$ cat config.mk
export PLATFORM = sky130hd
export DESIGN_NAME = nearest_point_stream_scanner
export DESIGN_NICKNAME = d
export VERILOG_FILES = /design/src/rtl/nearest_point_stream_scanner.sv
export SDC_FILE = /design/constraint.sdc
export NUM_CORES = 1
export LEC_CHECK = 0
export BUFFER_PORTS_ARGS = -buffer_cell sky130_fd_sc_hd__buf_2
export CORE_UTILIZATION = 49
export DETAILED_ROUTE_END_ITERATION = 10
export PLACE_DENSITY = 0.73
export SETUP_SLACK_MARGIN = 0.3
export SLEW_MARGIN = 20
export SYNTH_ARGS = -nofsm -noshare
export SYNTH_HDL_FRONTEND = slang
export SYNTH_SLANG_ARGS = --single-unit
$ cat constraint.sdc
create_clock -name clk -period 4.9 [get_ports clk]
set_input_delay 0.245 -clock clk [delete_from_list [all_inputs] [get_ports clk]]
set_output_delay 0.245 -clock clk [all_outputs]
set_load 0.05 [all_outputs]
$ cat src/rtl/nearest_point_stream_scanner.sv
// Streaming nearest-point scanner: one target, then CHANNEL_COUNT candidates.
// Optional macro NEAREST_SCAN_DISTANCE_PIPELINE_EN registers the distance stage.
module nearest_point_stream_scanner #(
  parameter  int PER_DIMENSION_WIDTH = 4,
  parameter  int CHANNEL_COUNT       = 6,
  localparam int ADDRESS_WIDTH  = 3*PER_DIMENSION_WIDTH,
  localparam int CHANNEL_WIDTH  = $clog2(CHANNEL_COUNT),
  localparam int DISTANCE_WIDTH = PER_DIMENSION_WIDTH+2
) (
  input  logic                      clk,
  input  logic                      rst_n,
  input  logic                      target_valid,
  output logic                      target_ready,
  input  logic [ADDRESS_WIDTH-1:0]  target,
  input  logic                      point_valid,
  output logic                      point_ready,
  input  logic [ADDRESS_WIDTH-1:0]  point,
  input  logic                      point_present,
  output logic                      result_valid,
  input  logic                      result_ready,
  output logic [CHANNEL_WIDTH-1:0]  result_idx,
  output logic [DISTANCE_WIDTH-1:0] result_distance,
  output logic                      result_found
);

  localparam int W  = PER_DIMENSION_WIDTH;
  localparam int CW = CHANNEL_WIDTH;
  localparam int DW = DISTANCE_WIDTH;

  typedef enum logic [1:0] {IDLE, COLLECT, DONE} state_e;

  state_e            state_q, state_d;
  logic [3*W-1:0]    tgt_q, tgt_d;
  logic [CW-1:0]     cnt_q, cnt_d;
  logic              bv_q, bv_d;
  logic [DW-1:0]     bd_q, bd_d;
  logic [CW-1:0]     bi_q, bi_d;
  logic              rf_q, rf_d;
  logic [CW-1:0]     ri_q, ri_d;
  logic [DW-1:0]     rd_q, rd_d;

  logic              tgt_hs, pt_hs, last_c, take;
  logic [DW-1:0]     dist_c;
  logic              upd_en, upd_pres, upd_last;
  logic [DW-1:0]     upd_dist;
  logic [CW-1:0]     upd_idx;

  function automatic logic [DW-1:0] adiff(
    input logic [W-1:0] a,
    input logic [W-1:0] b
  );
    return (a > b) ? DW'(a - b) : DW'(b - a);
  endfunction

  assign tgt_hs = target_valid && target_ready;
  assign pt_hs  = point_valid && point_ready;
  assign last_c = (cnt_q == CW'(CHANNEL_COUNT-1));

  assign dist_c = adiff(point[3*W-1:2*W], tgt_q[3*W-1:2*W])
                + adiff(point[2*W-1:W],   tgt_q[2*W-1:W])
                + adiff(point[W-1:0],     tgt_q[W-1:0]);

`ifdef NEAREST_SCAN_DISTANCE_PIPELINE_EN
  logic          pv_q, pp_q, pl_q, drain_q;
  logic [DW-1:0] pd_q;
  logic [CW-1:0] pi_q;

  // drain_q blocks further beats while the last one sits in the stage
  always_ff @(posedge clk or negedge rst_n) begin
    if (!rst_n) begin
      pv_q    <= 1'b0;
      pp_q    <= 1'b0;
      pl_q    <= 1'b0;
      pd_q    <= '0;
      pi_q    <= '0;
      drain_q <= 1'b0;
    end else begin
      pv_q <= pt_hs;
      pp_q <= point_present;
      pl_q <= last_c;
      pd_q <= dist_c;
      pi_q <= cnt_q;
      if (tgt_hs)
        drain_q <= 1'b0;
      else if (pt_hs && last_c)
        drain_q <= 1'b1;
    end
  end

  assign upd_en   = pv_q;
  assign upd_pres = pp_q;
  assign upd_last = pl_q;
  assign upd_dist = pd_q;
  assign upd_idx  = pi_q;
  assign point_ready = (state_q == COLLECT) && !drain_q;
`else
  assign upd_en   = pt_hs;
  assign upd_pres = point_present;
  assign upd_last = last_c;
  assign upd_dist = dist_c;
  assign upd_idx  = cnt_q;
  assign point_ready = (state_q == COLLECT);
`endif

  // strict compare keeps the lower channel on a tie
  assign take = upd_en && upd_pres && (!bv_q || upd_dist < bd_q);

  always_ff @(posedge clk or negedge rst_n) begin
    if (!rst_n) state_q <= IDLE;
    else        state_q <= state_d;
  end

  always_comb begin
    state_d = state_q;
    unique case (state_q)
      IDLE:    if (tgt_hs) state_d = COLLECT;
      COLLECT: if (upd_en && upd_last) state_d = DONE;
      DONE:    if (result_ready) state_d = IDLE;
      default: state_d = IDLE;
    endcase
  end

  always_comb begin
    target_ready = (state_q == IDLE);
    result_valid = (state_q == DONE);
  end

  always_comb begin
    tgt_d = tgt_q;
    cnt_d = cnt_q;
    bv_d  = bv_q;
    bd_d  = bd_q;
    bi_d  = bi_q;
    rf_d  = rf_q;
    ri_d  = ri_q;
    rd_d  = rd_q;
    if (tgt_hs) begin
      tgt_d = target;
      cnt_d = '0;
      bv_d  = 1'b0;
    end
    if (pt_hs && !last_c) cnt_d = cnt_q + 1'b1;
    if (take) begin
      bv_d = 1'b1;
      bd_d = upd_dist;
      bi_d = upd_idx;
    end
    if (upd_en && upd_last) begin
      rf_d = bv_d;
      ri_d = bv_d ? bi_d : '0;
      rd_d = bv_d ? bd_d : '1;
    end
  end

  always_ff @(posedge clk or negedge rst_n) begin
    if (!rst_n) begin
      tgt_q <= '0;
      cnt_q <= '0;
      bv_q  <= 1'b0;
      bd_q  <= '0;
      bi_q  <= '0;
      rf_q  <= 1'b0;
      ri_q  <= '0;
      rd_q  <= '0;
    end else begin
      tgt_q <= tgt_d;
      cnt_q <= cnt_d;
      bv_q  <= bv_d;
      bd_q  <= bd_d;
      bi_q  <= bi_d;
      rf_q  <= rf_d;
      ri_q  <= ri_d;
      rd_q  <= rd_d;
    end
  end

  assign result_idx      = ri_q;
  assign result_distance = rd_q;
  assign result_found    = rf_q;

endmodule

==> metrics.yaml, run 1 <==
setup_ws_ns: 0.0362
synth_warnings: 0
fin_util: 0.635
die_h_microns: 80.0
rsz0062_at_grt: "true"
worst-path-buf-inv: 2
post-place-ws_ns: -0.105
hold_viol: 0
clkTransAtPathRegs_ns: 0.08
fillCellCount: 491
worst_path_largest_cell_delay_ns: 0.46
start_util: 0.507
routed_via_density: 5.34
min_path_type: "input port to asynchronous set/reset pin"
vias: 2543
fin_crit_sh: 0.993
max_freq_mhz: 206
cts_tree: "done"
synth_area_sq_um: 2980
ys_seq_area_frac: 0.310
cts_num_sinks: 37
hold_buffers: 0
worstSetupStartpointType: "flip-flop"
cts_root_buf: "clkbuf_8"
crit_path_start: "tgt_q[9]$_DFFE_PN0P_"
synth_most_common_cell: "inv_1"
finClkSkew_ns: 0.00950
r2r_setup_slack_ns: 0.04
die_x_microns: 80.0
async_reset_ff_frac: 1.00
synth_edf_count: 0
crit_required_ns: 5.09
diodes: 0
crit_family: "adder cells"
clock_path_buffers: 2
arrival_ns: 5.05
drv_slew: 0
place_hpwl_microns: 4780
drive_gt1_frac: 0.289
crit_slowest_cell: "fa_1"
r2r_start: "tgt_q[9]$_DFFE_PN0P_"
cap_violations: 0
place_congestion: 0.880
dr.pass1.iters: 5
drc_errors: 0
first_iter_violations: 131
antenna_found_initial: 0
numCtsBuffers: 5
tightest_slew_ns: 0.832
synth.ff_latch_count: 37
end_kind: "flip-flop"
synth_ff_type: "dfrtp_1"
num-nets-final: 478
crit_path_max_fanout: 4
fp-row-count: 28
insertion_delay_ns: 0.30
area_delta_synth_final_pct: 25.2
grt_pass1_wl_microns: 10800
wirelength_microns: 6460
ff_latch_area_sq_um: 926
ys_types: 46
setup_viol_count_final: 0
synth_commonest_cells: "inv_1 (50), dfrtp_1 (37), nand2_1 (36), ha_1 (35), o21ai_0 (24)"
rr_worst_depth: 20
worstSetupPathDepth: 20
run_status: "completed"
grt_pass1_vias: 2422
multiInputGateArea_sq_um: 1990
cts.htree.levels: 2
yosysTopAreaCell: "dfrtp_1"
syn_area_per_cell_sq_um: 8.98
die-area_sq_um: 6400
critPathCapture: "result_distance[3]$_DFFE_PN0P_"
io_pins: 43
grt.overflow.total: 0
synthCells: 332
gr-usage-all-layers: 0.215
port_buffers: 42
ant_nets: 0
fin_crit_ns: 4.86
reg2reg_to: "result_distance[3]$_DFFE_PN0P_"
synth_nets: 409
wl_per_cell_microns: 13.6
critPathKind: "flip-flop to flip-flop"
core_sq_um: 5890
crit_chain: "ha_4, nor2b_4, o21a_1, or3_4, and2_4, mux2_4, fa_1, ha_2, fa_2, a21o_1, a21oi_2, xnor2_1, inv_1, ha_4, and3_4, nand3_4, o21a_4, buf_6, or3_4, a22o_1"
synth_top_area_frac: 0.310
grt_max_degree: 38
relSlewSlack: 0.445
synth_area_leaders: "dfrtp_1 (31%), ha_1 (15%), fa_1 (8.1%)"
## layout make-up
cell class	count	area share
Multi-Input combinational cell	236	0.532
Sequential cell	37	0.248
Timing Repair Buffer	71	0.121
Inverter	50	0.0503
Tap cell	75	0.0251
Clock buffer	6	0.0221
Clock inverter	1	0.00201
## worst min-delay path by stage
stage	startpoint	to	slack, ns	cells past startpoint
3_3_place_gp	rst_n	result_distance[3]$_DFFE_PN0P_	0.40	1
3_5_place_dp	rst_n	result_found$_DFFE_PN0P_	0.40	1
5_1_grt	rst_n	bd_q[0]$_DFF_PN0_	0.11	1
2_1_floorplan	rst_n	bd_q[0]$_DFF_PN0_	-0.05	0
4_1_cts	rst_n	bd_q[0]$_DFF_PN0_	0.08	1
6_report	rst_n	bd_q[3]$_DFF_PN0_	0.04	1
## worst reg2reg max path, delay by kind of cell (launching register included)
family / cells / cell delay [ns]
XOR/XNOR: 1 / 0.14
AND/OR/NAND/NOR: 6 / 1.24
adder cells (fa/ha/maj): 5 / 1.51
multiplexers: 1 / 0.30
AO/OA/AOI/OAI: 5 / 0.91
buffers and inverters: 2 / 0.22
flip-flops: 1 / 0.42
## metrics by stage
stage / hold WS (ns) / instance area (sq um) / cells / setup TNS (ns)
floorplan: -0.0506 / 3010 / 332 / 0
global placement: 0.402 / 3390 / 456 / 0
finish: 0.0396 / 3730 / 476 / 0
CTS: 0.0841 / 3630 / 471 / 0
detailed placement: 0.404 / 3390 / 456 / -0.296
global route: 0.107 / 3730 / 476 / -0.668
## metal layers
metal	track usage	part of all wire	vias to the layer above	wire, microns
met4	0.0482	0.011	0	70
met3	0.0320	0.032	6	207
met5	0	0	-	0
met1	0.281	0.46	1219	2970
met2	0.375	0.50	51	3210
li1	-	-	1267	-
## flip-flops by register name, indices dropped and copies added (netlist names)
signal,cells
bd_q,6
bi_q,3
bv_q,1
cnt_q,3
result_distance,6
result_found,1
result_idx,3
state_q,2
tgt_q,12
## what timing repair did
item	CTS	global route
pin swaps	6	7
gates resized for setup	20	19
setup buffers	8	5
endpoints found under the setup margin	20	20
## cells in the final DEF, fill, tap and decap left out, drive strengths merged, types with 3 or more instances in the layout
cell    count
nand2b      5
xnor2       6
clkbuf      6
nand2      36
o21ai      24
fa         12
nand4       4
or3         5
and4b       3
mux2i       5
a31oi       4
inv        50
a21oi      15
ha         35
and2        3
nor3        5
o32ai       4
nor2b       7
a22oi       3
dfrtp      37
nor2       16
buf        71
o21a        7
a21o       12
nand3       5
## logic make-up (layout without fill, tap and decap cells)
logic type      Yosys count  after routing  synth area share
buf+inv                  59            128            0.0763
simple gates             92             92             0.158
mux                       7              7            0.0243
flops                    37             37             0.310
compound gates           84             84             0.186
fa+ha+maj                47             47             0.227
xor+xnor                  6              6            0.0176
Power of run 1 is left out: the tool's default activity adds up to more than one toggle a clock period on the data nets, which glitch-free logic cannot reach.
==> run 2, diff against run 1 <==
--- a/config.mk
+++ b/config.mk
@@ -8,7 +8,7 @@
 export BUFFER_PORTS_ARGS = -buffer_cell sky130_fd_sc_hd__buf_2
 export CORE_UTILIZATION = 49
 export DETAILED_ROUTE_END_ITERATION = 10
-export PLACE_DENSITY = 0.73
+export PLACE_DENSITY = 0.7
 export SETUP_SLACK_MARGIN = 0.3
 export SLEW_MARGIN = 20
 export SYNTH_ARGS = -nofsm -noshare
==> constraint.sdc (replaced) <==
create_clock -name clk -period 5.2 [get_ports clk]
set_input_delay 0.26 -clock clk [delete_from_list [all_inputs] [get_ports clk]]
set_output_delay 0.26 -clock clk [all_outputs]
set_load 0.1 [all_outputs]
==> run 2 against run 1 <==
  * Sequential share of layout area up 0.24 points
  * Non-clock buffer count down 2
  * Register-to-register slack gained 0.24 ns
  * Utilization decreased by 0.62 points
  * Setup slack improved by 0.24 ns
==> metrics.yaml, run 2 (synthesized netlist as in run 1, its figures left out) <==
regMostFlops: "tgt_q"
arrival_ns: 5.11
num-nets-final: 476
hold_viol: 0
crit_required_ns: 5.39
largest_register_ffs: 12
ant_nets: 0
min_path_type: "input port to asynchronous set/reset pin"
final_common_cell: "inv_1"
crit_chain: "ha_4, nor2b_4, o21a_1, or3_4, and2_4, mux2_4, fa_1, ha_2, fa_2, a21o_1, a21oi_2, xnor2_2, inv_2, ha_4, and3_4, nand3_2, o21a_1, buf_6, or3_1, a22o_1"
crit_path_max_fanout: 6
relSlewSlack: 0.442
start_util: 0.507
clock_path_buffers: 2
wl_per_cell_microns: 13.7
area_delta_synth_final_pct: 24.0
worstSetupStartpointType: "flip-flop"
numCtsBuffers: 5
core_sq_um: 5890
die-area_sq_um: 6400
hold_buffers: 0
r2r_setup_slack_ns: 0.28
fp-row-count: 28
holdWs_ns: 0.0599
port_buffers: 42
cts_tree: "done"
first_iter_violations: 106
fin_crit_ns: 4.92
vias: 2505
io_pins: 43
place_congestion: 0.843
setup_viol_count_final: 0
gr-usage-all-layers: 0.219
cap_violations: 0
critPathKind: "flip-flop to flip-flop"
tightest_slew_ns: 0.837
grt_pass1_vias: 2424
mostFrequentLayoutCells: "inv_1 (49), buf_2 (42), dfrtp_1 (37)"
grt.overflow.total: 0
grt_pass1_wl_microns: 10800
finClkSkew_ns: 0.00492
post-place-ws_ns: -0.0457
reg2reg_to: "result_distance[3]$_DFFE_PN0P_"
run_status: "completed"
worst_path_largest_cell_delay_ns: 0.52
routed_via_density: 5.27
r2r_start: "tgt_q[9]$_DFFE_PN0P_"
instances_no_fill: 475
drc_errors: 0
grt_max_degree: 38
antenna_found_initial: 0
diodes: 0
wirelength_microns: 6500
max_freq_mhz: 203
setup_ws_ns: 0.279
drv_slew: 0
rr_worst_depth: 20
cts_root_buf: "clkbuf_8"
dp_cells: 449
cts.htree.levels: 2
place_hpwl_microns: 4520
insertion_delay_ns: 0.29
end_kind: "flip-flop"
fin_tns_setup_ns: 0
die_h_microns: 80.0
rsz0062_at_grt: "true"
dr.pass1.iters: 4
drive_gt1_frac: 0.263
die_x_microns: 80.0
crit_slowest_cell: "fa_1"
cts_num_sinks: 37
clkTransAtPathRegs_ns: 0.08
fin_crit_sh: 0.946
run 2: cell types whose count changed in the layout (fill, tap and decap cells not counted), sizes merged:
cell and change:
clkbuf -1, clkinv +1, inv +1, bufinv +1
clkinvlp -1, buf -2
run 2: per-layer routing:
| metal | track usage | wire, microns | up-vias |
|---|---|---|---|
| li1 | - | - | 1267 |
| met1 | 0.277 | 2970 | 1176 |
| met2 | 0.387 | 3190 | 51 |
| met3 | 0.0354 | 227 | 11 |
| met4 | 0.0571 | 110 | 0 |
| met5 | 0 | 0 | - |
run 2: timing repair:
item / in CTS / in global routing
pin swaps: 9 / 17
endpoints found under the setup margin: 19 / 19
gates resized for setup: 9 / 18
setup buffers: 13 / 5
endpoints found under the hold margin: 0 / 0
run 2: layout make-up:
type	count	area, sq um
Fill cell	494	2190
Sequential cell	37	926
Inverter	50	188
Tap cell	75	93.8
Timing Repair Buffer	69	428
Multi-Input combinational cell	236	1950
Clock inverter	3	43.8
Clock buffer	5	68.8
run 2: stage by stage:
| step | cell area [sq um] | util |
|---|---|---|
| after floorplan | 2990 | - |
| after global placement | 3320 | 0.564 |
| after detailed placement | 3320 | 0.564 |
| after CTS | 3580 | 0.609 |
| after global routing | 3700 | 0.628 |
| final | 3700 | 0.628 |
run 2: worst max-delay path, delay by kind of cell (launching register included):
family	cells	cell delay, ns
muxes	1	0.30
adders and majority gates	5	1.58
DFF	1	0.43
AOI/OAI and AO/OA	5	0.94
buffers and inverters	2	0.20
and+or+nand+nor	6	1.21
xor gates and xnor gates	1	0.15
run 2: worst max path at each step:
stage | startpoint | depth (start not counted) | endpoint
detailed placement | point[9] | 22 | result_distance[3]$_DFFE_PN0P_
floorplan | tgt_q[5]$_DFFE_PN0P_ | 20 | result_distance[2]$_DFFE_PN0P_
global route | tgt_q[9]$_DFFE_PN0P_ | 21 | result_distance[3]$_DFFE_PN0P_
global placement | point[9] | 22 | result_distance[3]$_DFFE_PN0P_
CTS | tgt_q[9]$_DFFE_PN0P_ | 21 | result_distance[3]$_DFFE_PN0P_
finish | tgt_q[9]$_DFFE_PN0P_ | 20 | result_distance[3]$_DFFE_PN0P_
Power of run 2 is left out for the same reason.
==> run 3, diff against run 2 <==
--- a/config.mk
+++ b/config.mk
@@ -9,6 +9,7 @@
 export CORE_UTILIZATION = 49
 export DETAILED_ROUTE_END_ITERATION = 10
 export PLACE_DENSITY = 0.7
+export RECOVER_POWER = 100
 export SETUP_SLACK_MARGIN = 0.3
 export SLEW_MARGIN = 20
 export SYNTH_ARGS = -nofsm -noshare
==> run 3 against run 2 <==
  * The flow now finishes with violations (capacitance limit, slew limit)
  * Cell area fell by 0.78%
  * Sequential share of layout area rose by 0.20 points
  * Routed wire length rose by 1.0%
  * Largest cell class unchanged
  * Flip-flop and latch count did not move
  * Utilization fell by 0.49 points
  * Die area did not move
  * Critical endpoint unchanged
  * Clock skew barely moved
  * Critical path depth did not move
==> metrics.yaml, run 3 (synthesized netlist as in run 1, its figures left out) <==
mostFrequentLayoutCells: "inv_1 (49), dfrtp_1 (37), nand2_1 (34)"
area_delta_synth_final_pct: 23.0
end_kind: "flip-flop"
crit_path_start: "tgt_q[9]$_DFFE_PN0P_"
crit_path_max_fanout: 6
num-nets-final: 476
grt_pass1_wl_microns: 10800
clkTransAtPathRegs_ns: 0.08
cts_num_sinks: 37
fin_crit_ns: 4.97
arrival_ns: 5.16
core_sq_um: 5890
worstSetupStartpointType: "flip-flop"
run_status: "complete, but fails checks"
ff_latch_area_sq_um: 926
hold_viol: 0
fin_crit_sh: 0.956
cts.htree.levels: 2
vias: 2522
violations: "capacitance limit, slew limit"
max_freq_mhz: 201
drv_slew: 38
io_pins: 43
place_hpwl_microns: 4520
drc_errors: 0
fin_tns_setup_ns: 0
drive_gt1_frac: 0.220
dpl_cell_area_sq_um: 3320
setup_viol_count_final: 0
wirelength_microns: 6570
min_path_type: "input port to flip-flop"
grt_pass1_vias: 2424
routed_via_density: 5.31
rsz0062_at_grt: "true"
grt.overflow.total: 0
critPathKind: "flip-flop to flip-flop"
regMostFlops: "tgt_q"
finClkSkew_ns: 0.00534
die-area_sq_um: 6400
final_common_cell: "inv_1"
die_x_microns: 80.0
place_congestion: 0.843
ant_nets: 0
fp-row-count: 28
relSlewSlack: -0.334
grt_max_degree: 38
r2r_start: "tgt_q[9]$_DFFE_PN0P_"
tightest_slew_ns: 2.00
wl_per_cell_microns: 13.8
diodes: 0
cts_root_buf: "clkbuf_8"
start_util: 0.507
dr.pass1.iters: 4
numCtsBuffers: 5
largest_register_ffs: 12
clock_path_buffers: 2
insertion_delay_ns: 0.29
min_from: "target[0]"
die_h_microns: 80.0
gr-usage-all-layers: 0.219
antenna_found_initial: 0
final_area_sq_um: 3670
fillCellCount: 506
crit_required_ns: 5.39
hold_buffers: 0
multiInputGateArea_sq_um: 1950
cap_violations: 1
cts_tree: "done"
port_buffers: 42
first_iter_violations: 102
run 3: critical path, stage by stage, from the launching register on:
cell and delay (ns):
dfrtp_1 0.43, ha_4 0.26, nor2b_4 0.12, o21a_1 0.18
or3_4 0.33, and2_4 0.16, mux2_4 0.30, fa_1 0.52
ha_2 0.21, fa_2 0.33, a21o_1 0.18, a21oi_1 0.22
xnor2_2 0.16, inv_2 0.07, ha_4 0.26, and3_4 0.18
nand3_2 0.06, o21a_1 0.20, buf_6 0.14, or3_1 0.36
a22o_1 0.20
run 3: per-stage QoR:
step	instances	hold WS, ns	setup slack (ns)	utilization
after global placement	449	0.419	0.0567	0.564
final	475	0.165	0.229	0.624
after CTS	470	0.100	0.304	0.609
after floorplan	332	-0.0356	0.309	-
after global routing	475	0.173	0.0601	0.624
after detailed placement	449	0.415	-0.0457	0.564
run 3: path summary, 6_finish.rpt:
check / endpoint / slack, ns / cells past startpoint
min reg2reg: bi_q[0]$_DFF_PN0_ / 0.49 / 2
max reg2reg: result_distance[3]$_DFFE_PN0P_ / 0.23 / 20
min: tgt_q[0]$_DFFE_PN0P_ / 0.17 / 3
max in group asynchronous: bd_q[1]$_DFF_PN0_ / 3.53 / 1
min in group asynchronous: result_idx[2]$_DFFE_PN0P_ / 0.53 / 1
max: result_distance[3]$_DFFE_PN0P_ / 0.23 / 20
run 3: layout make-up:
class | count | share of cell area
sequential | 37 | 0.252
tap | 75 | 0.0256
inverter | 50 | 0.0511
timing repair buffer | 69 | 0.110
clock inverter | 3 | 0.0119
multi-input combinational | 236 | 0.531
clock buffer | 5 | 0.0188
run 3: layer usage:
| metal | vias up | track usage | part of all wire |
|---|---|---|---|
| li1 | 1269 | - | - |
| met1 | 1186 | 0.277 | 0.46 |
| met2 | 56 | 0.387 | 0.49 |
| met3 | 11 | 0.0354 | 0.035 |
| met4 | 0 | 0.0571 | 0.017 |
| met5 | - | 0 | 0 |
run 3: timing repair:
action	CTS	global route
setup endpoints to repair	19	19
pin swaps	9	17
resized for setup	9	18
buffers inserted	13	5
Power of run 3 is left out for the same reason.
